==> config.mk <==
export PLATFORM = sky130hd
export DESIGN_NAME = pulse_sequencer_flat
export DESIGN_NICKNAME = d
export VERILOG_FILES = /design/src/rtl/pulse_sequencer_if.sv /design/src/rtl/pulse_sequencer.sv /design/src/flat_wrapper.sv
export SDC_FILE = /design/constraint.sdc
export NUM_CORES = 1
export LEC_CHECK = 0
export BUFFER_PORTS_ARGS = -buffer_cell sky130_fd_sc_hd__clkbuf_2
export CAP_MARGIN = 20
export CORE_MARGIN = 3
export CORE_UTILIZATION = 45
export CTS_CLUSTER_DIAMETER = 150
export DETAILED_ROUTE_END_ITERATION = 8
export RECOVER_POWER = 25
export SLEW_MARGIN = 10
export SYNTH_ARGS = -nofsm -noshare
export SYNTH_HDL_FRONTEND = slang
export SYNTH_SLANG_ARGS = --single-unit
==> constraint.sdc <==
create_clock -name CLOCK -period 7.5 [get_ports CLOCK]
set_input_delay 0.75 -clock CLOCK [delete_from_list [all_inputs] [get_ports CLOCK]]
set_output_delay 0.75 -clock CLOCK [all_outputs]
set_load 0.02 [all_outputs]
==> src/rtl/pulse_sequencer_if.sv <==
// Host-side bundle for pulse_sequencer: start/stop handshake, timing configuration and status.
interface pulse_sequencer_if #(
    parameter int CNT_W   = 11,
    parameter int BURST_W = 8
);
    logic               START;
    logic               STOP;
    logic [CNT_W-1:0]   PERIOD_CFG;
    logic [CNT_W-1:0]   WIDTH_A_CFG;
    logic [CNT_W-1:0]   DELAY_B_CFG;
    logic [CNT_W-1:0]   WIDTH_B_CFG;
    logic [BURST_W-1:0] BURST_CFG;
    logic               PULSE_A;
    logic               PULSE_B;
    logic               BUSY;
    logic               DONE;
    logic               CFG_ERR;
    logic [BURST_W-1:0] PULSE_IDX;

    modport master (
        output START, STOP, PERIOD_CFG, WIDTH_A_CFG, DELAY_B_CFG, WIDTH_B_CFG, BURST_CFG,
        input  PULSE_A, PULSE_B, BUSY, DONE, CFG_ERR, PULSE_IDX
    );
    modport slave (
        input  START, STOP, PERIOD_CFG, WIDTH_A_CFG, DELAY_B_CFG, WIDTH_B_CFG, BURST_CFG,
        output PULSE_A, PULSE_B, BUSY, DONE, CFG_ERR, PULSE_IDX
    );
endinterface

==> src/rtl/pulse_sequencer.sv <==
// Two-channel programmable pulse-train sequencer: burst or continuous periods from one phase counter,
// graceful STOP at period end, registered outputs derived from the next-state phase.
module pulse_sequencer #(
    parameter int CNT_W   = 11,
    parameter int BURST_W = 8
) (
    input  logic             CLOCK,
    input  logic             RESET_N,
    pulse_sequencer_if.slave bus
);
    typedef enum logic [1:0] {IDLE, RUN, FIN} state_t;

    typedef struct packed {
        logic [CNT_W-1:0]   per;
        logic [CNT_W-1:0]   wa;
        logic [CNT_W-1:0]   db;
        logic [CNT_W-1:0]   wb;
        logic [BURST_W-1:0] n;
    } cfg_t;

    state_t             state_q, state_d;
    cfg_t               cfg_q, cfg_d;
    logic [CNT_W-1:0]   phase_q, phase_d;
    logic [BURST_W-1:0] idx_q, idx_d;
    logic               pend_q, pend_d;
    logic               rst_sync_n;
    logic               last_period;
    logic               pulse_a_q, pulse_b_q, busy_q, done_q, cfg_err_q;
    logic               pulse_a_d, pulse_b_d, busy_d, done_d, cfg_err_d;

    // Assertion is immediate; release takes one edge so START is first seen on the second edge.
    always_ff @(posedge CLOCK or negedge RESET_N)
        if (!RESET_N) rst_sync_n <= 1'b0;
        else          rst_sync_n <= 1'b1;

    always_ff @(posedge CLOCK or negedge rst_sync_n) begin
        if (!rst_sync_n) begin
            state_q   <= IDLE;
            cfg_q     <= '0;
            phase_q   <= '0;
            idx_q     <= '0;
            pend_q    <= 1'b0;
            pulse_a_q <= 1'b0;
            pulse_b_q <= 1'b0;
            busy_q    <= 1'b0;
            done_q    <= 1'b0;
            cfg_err_q <= 1'b0;
        end else begin
            state_q   <= state_d;
            cfg_q     <= cfg_d;
            phase_q   <= phase_d;
            idx_q     <= idx_d;
            pend_q    <= pend_d;
            pulse_a_q <= pulse_a_d;
            pulse_b_q <= pulse_b_d;
            busy_q    <= busy_d;
            done_q    <= done_d;
            cfg_err_q <= cfg_err_d;
        end
    end

    assign last_period = pend_q || bus.STOP ||
                         ((cfg_q.n != '0) && (idx_q == cfg_q.n - BURST_W'(1)));

    always_comb begin
        state_d = state_q;
        cfg_d   = cfg_q;
        phase_d = phase_q;
        idx_d   = idx_q;
        pend_d  = pend_q;
        case (state_q)
            IDLE: begin
                if (bus.START && (bus.PERIOD_CFG >= CNT_W'(2))) begin
                    state_d = RUN;
                    cfg_d   = '{per: bus.PERIOD_CFG, wa: bus.WIDTH_A_CFG, db: bus.DELAY_B_CFG,
                                wb: bus.WIDTH_B_CFG, n: bus.BURST_CFG};
                    phase_d = '0;
                    idx_d   = '0;
                    pend_d  = 1'b0;
                end
            end
            RUN: begin
                if (phase_q == cfg_q.per - CNT_W'(1)) begin
                    if (last_period) begin
                        state_d = FIN;
                    end else begin
                        phase_d = '0;
                        idx_d   = idx_q + BURST_W'(1);
                    end
                end else begin
                    phase_d = phase_q + CNT_W'(1);
                    if (bus.STOP) pend_d = 1'b1;
                end
            end
            FIN:     state_d = IDLE;
            default: state_d = IDLE;
        endcase
    end

    // B window end is widened by one bit so D_B+W_B never wraps; phase < P clips it at period end.
    always_comb begin
        busy_d    = (state_d == RUN);
        done_d    = (state_d == FIN);
        pulse_a_d = busy_d && (phase_d < cfg_d.wa);
        pulse_b_d = busy_d && (phase_d >= cfg_d.db) &&
                    ({1'b0, phase_d} < ({1'b0, cfg_d.db} + {1'b0, cfg_d.wb}));
        cfg_err_d = (state_q == IDLE) && bus.START && (bus.PERIOD_CFG < CNT_W'(2));
    end

    assign bus.PULSE_A   = pulse_a_q;
    assign bus.PULSE_B   = pulse_b_q;
    assign bus.BUSY      = busy_q;
    assign bus.DONE      = done_q;
    assign bus.CFG_ERR   = cfg_err_q;
    assign bus.PULSE_IDX = idx_q;
endmodule

==> src/flat_wrapper.sv <==
// flat-port wrapper written by rule: the top's interface ports become plain ports
module pulse_sequencer_flat 
#(
    parameter int CNT_W   = 11,
    parameter int BURST_W = 8
)
  (CLOCK, RESET_N, bus_START, bus_STOP, bus_PERIOD_CFG, bus_WIDTH_A_CFG, bus_DELAY_B_CFG, bus_WIDTH_B_CFG, bus_BURST_CFG, bus_PULSE_A, bus_PULSE_B, bus_BUSY, bus_DONE, bus_CFG_ERR, bus_PULSE_IDX);
  pulse_sequencer_if #(.CNT_W(CNT_W), .BURST_W(BURST_W)) bus_i ();
  input  logic CLOCK;
  input  logic RESET_N;
  input wire logic [$bits(bus_i.START)-1:0] bus_START;
  input wire logic [$bits(bus_i.STOP)-1:0] bus_STOP;
  input wire logic [$bits(bus_i.PERIOD_CFG)-1:0] bus_PERIOD_CFG;
  input wire logic [$bits(bus_i.WIDTH_A_CFG)-1:0] bus_WIDTH_A_CFG;
  input wire logic [$bits(bus_i.DELAY_B_CFG)-1:0] bus_DELAY_B_CFG;
  input wire logic [$bits(bus_i.WIDTH_B_CFG)-1:0] bus_WIDTH_B_CFG;
  input wire logic [$bits(bus_i.BURST_CFG)-1:0] bus_BURST_CFG;
  output wire logic [$bits(bus_i.PULSE_A)-1:0] bus_PULSE_A;
  output wire logic [$bits(bus_i.PULSE_B)-1:0] bus_PULSE_B;
  output wire logic [$bits(bus_i.BUSY)-1:0] bus_BUSY;
  output wire logic [$bits(bus_i.DONE)-1:0] bus_DONE;
  output wire logic [$bits(bus_i.CFG_ERR)-1:0] bus_CFG_ERR;
  output wire logic [$bits(bus_i.PULSE_IDX)-1:0] bus_PULSE_IDX;
  assign bus_i.START = bus_START;
  assign bus_i.STOP = bus_STOP;
  assign bus_i.PERIOD_CFG = bus_PERIOD_CFG;
  assign bus_i.WIDTH_A_CFG = bus_WIDTH_A_CFG;
  assign bus_i.DELAY_B_CFG = bus_DELAY_B_CFG;
  assign bus_i.WIDTH_B_CFG = bus_WIDTH_B_CFG;
  assign bus_i.BURST_CFG = bus_BURST_CFG;
  assign bus_PULSE_A = bus_i.PULSE_A;
  assign bus_PULSE_B = bus_i.PULSE_B;
  assign bus_BUSY = bus_i.BUSY;
  assign bus_DONE = bus_i.DONE;
  assign bus_CFG_ERR = bus_i.CFG_ERR;
  assign bus_PULSE_IDX = bus_i.PULSE_IDX;
  pulse_sequencer #(.CNT_W(CNT_W), .BURST_W(BURST_W)) u_core (.CLOCK(CLOCK), .RESET_N(RESET_N), .bus(bus_i));
endmodule
==> reports/results.txt <==
DRC viols -> 0
maximum VDD drop -> 0.000198 V
Synth Cell Area -> 0.00515 sq mm
Detailed Place HPWL -> 9160 microns
ANT cells -> 0
CP endpoint kind -> flop
post-CTS setup buffers -> 0
minimum clock period -> 5340 ps
post-synthesis cell count -> 527
R2R cell count -> 18
total vias in the final route -> 4151
die width -> 113 microns
fin util -> 53.7%
clk_skew -> 7.58 ps
clk buf depth -> 2
sw power -> 1.09 mW
largest net degree at the start of global routing -> 80
CTS tree -> yes
Avg Cell Area, Syn -> 9.78 sq um
Power Internal -> 1.48 mW
Reg power frac -> 29.0%
die area -> 0.0128 sq mm
vias in the first global route -> 4172
CP required -> 7730 ps
status -> finished with violations
vias per std cell -> 5.59
Slew headroom -> -109%
Slew @ Worst Pin -> 3130 ps
max cap viols -> 1
placed insts -> 725
Top Ports -> 69
total power -> 2.57 mW
fmax -> 0.187 GHz
top-area cell type share of the netlist area -> 38.8%
switch share -> 42.6%
cts bufs inserted -> 9
maximum fanout along the worst path -> 9
global-route wire length before repair -> 20200 microns
net count after synthesis -> 630
Place WS -> 2190 ps
Ys Warns -> 0
sequential area share after synthesis -> 38.8%
Routed Antenna Nets -> 0
Clock Pin Slew Worst Setup and Hold Paths -> 60 ps
Starting DRT DRC Count -> 204
Tot GR Track Use -> 20.0%
part of the cycle the worst path needs -> 71.2%
RD Place Congestion -> 0.907
Post-synth EDFFs -> 0
total wire length -> 12000 microns
Final TNS setup -> 0 ps
Synth cell types -> 61
Comb pwr share -> 55.0%
dominant cell type by area after synthesis -> dfrtp_1
hold_buf cts -> 0
root buffer cell -> clkbuf_16
layout cells sized above 1 -> 20.7%
flops & latches, synth -> 80
non-filler cells, final -> 743
Initial Util -> 46.7%
count of final hold-check violations -> 0
clock latency on the worst-skew pair -> 350 ps
Setup CP Type -> flop to flop
nets -> 701
RSZ-0062 raised after global routing -> no
Resized cells post-CTS -> 0
Sink Count -> 80
Arrival @ worst endpoint -> 5570 ps
Final WS setup -> 2160 ps
grt ovf -> 0
Power Density -> 434 mW/mm^2
final setup fails -> 0
drt wl/cell -> 16.2 microns
initial antenna violation count -> 0
Async S/R FF share, synth -> 100%
Synth area leaders -> dfrtp_1 (39%), ha_1 (11%), mux2_2 (7.0%)
std cell rows -> 38
Area growth syn-to-layout -> 15.0%
core region area -> 0.0110 sq mm
class of the worst hold path -> primary input to async pin
die height -> 113 microns
Max Slew Vio Count -> 59
failing checks -> max-capacitance violations, max-slew violations
Filler cells -> 1021
startpoint class of the critical path -> flop
H-tree Lvls -> 3
PortBufs -> 68
1st-pass router iterations -> 4
top_reg_cell synth -> dfrtp_1
Leak -> 2.81 nW
clock group share of total power -> 16.0%
power by group through the flow:
stage	combinational, mW	sequential (mW)	clock [mW]
finish	1.41	0.745	0.412
global route	1.62	0.769	0.443
CTS	1.42	0.751	0.422
detailed placement	1.40	0.759	0
global placement	1.37	0.750	0
floorplan	1.11	0.709	0
sequential cells by signal, summed over array words and instances, names as in the netlist:
| name | count |
|---|---|
| u_core.bus.BUSY | 1 |
| u_core.bus.CFG_ERR | 1 |
| u_core.bus.DONE | 1 |
| u_core.bus.PULSE_A | 1 |
| u_core.bus.PULSE_B | 1 |
| u_core.bus.PULSE_IDX | 8 |
| u_core.cfg_q | 52 |
| u_core.pend_q | 1 |
| u_core.phase_q | 11 |
| u_core.rst_sync_n | 1 |
| u_core.state_q | 2 |
per-layer routing:
metal	global-route usage (%)	wire, microns	vias up
met5	0	0	-
met4	7.77	195	0
met3	4.06	617	16
met2	31.4	5470	98
met1	27.1	5770	1985
li1	-	-	2052
critical path: stages (launching register included):
cell and delay [ps]:
dfrtp_1 420, inv_1 90, ha_1 190, or3b_2 480, or4_1 500, a21oi_1 160
nand4_1 130, o21ai_1 520, a31oi_1 320, o21ai_0 590, ha_1 350, nor2b_1 130
o21a_1 160, o21a_1 160, o21ai_0 180, a211oi_1 110, o221ai_1 290, a2111oi_0 140
a211o_1 320
cells by family after synthesis:
group | share of synthesized area (%)
AND/OR/NAND/NOR | 15.3
AO/OA/AOI/OAI | 14.3
flip-flops | 38.8
buffers and inverters | 4.54
adder cells (fa/ha/maj) | 11.6
multiplexers | 9.91
XOR/XNOR | 5.44
other | 0.0728
synth_stat cells, drive strengths merged, types with 15 or more instances:
cell	n
dfrtp	80
nand2	27
a21oi	20
mux2i	15
nor3	16
nor2	27
inv	50
o21ai	30
ha	46
xnor2	18
mux2	32
final cells by class:
class	count	area [sq um]	share of cell area (%)
clock buffer	11	243	4.10
clock inverter	5	33.8	0.570
inverter	50	188	3.17
multi-input combinational	385	2920	49.3
sequential	80	2000	33.8
tap	140	175	2.96
timing repair buffer	72	364	6.15
worst paths after layout:
path                                                  start                           end  slack [ps]
worst max-delay path            u_core.cfg_q[0]$_DFFE_PN0P_  u_core.bus.PULSE_B$_DFF_PN0_        2160
worst min-delay path                                RESET_N   u_core.rst_sync_n$_DFF_PN0_         160
worst max register to register  u_core.cfg_q[0]$_DFFE_PN0P_  u_core.bus.PULSE_B$_DFF_PN0_        2160
worst min register to register  u_core.rst_sync_n$_DFF_PN0_    u_core.cfg_q[40]$_DFF_PN0_         360
max in group asynchronous       u_core.rst_sync_n$_DFF_PN0_    u_core.cfg_q[29]$_DFF_PN0_        3700
min in group CLOCK              u_core.state_q[1]$_DFF_PN0_  u_core.bus.CFG_ERR$_DFF_PN0_         470
cells in the final DEF, fill, tap and decap left out, drive strengths merged, types with 3 or more instances in the layout:
| master | n |
|---|---|
| o31ai | 3 |
| ha | 46 |
| nand2b | 7 |
| a21oi | 20 |
| a211oi | 4 |
| o21ai | 30 |
| a31oi | 7 |
| nand4 | 12 |
| mux2i | 15 |
| mux2 | 32 |
| a2111oi | 3 |
| xor2 | 14 |
| o21bai | 4 |
| a21o | 14 |
| nand3 | 12 |
| xnor2 | 18 |
| dfrtp | 80 |
| or3 | 3 |
| or4 | 6 |
| clkinv | 3 |
| o211ai | 4 |
| nor4 | 11 |
| inv | 50 |
| nor2b | 9 |
| o21a | 5 |
| nand2 | 27 |
| clkbuf | 81 |
| nor2 | 27 |
| nor3 | 16 |
metrics by stage:
stage                     hold slack, ps  area, sq um
after floorplan                      432         5150
after global placement               454         5640
after detailed placement             456         5640
after CTS                            152         5920
after global routing                 149         5920
final                                162         5920
Note: power is estimated with default switching activity, not from simulation.
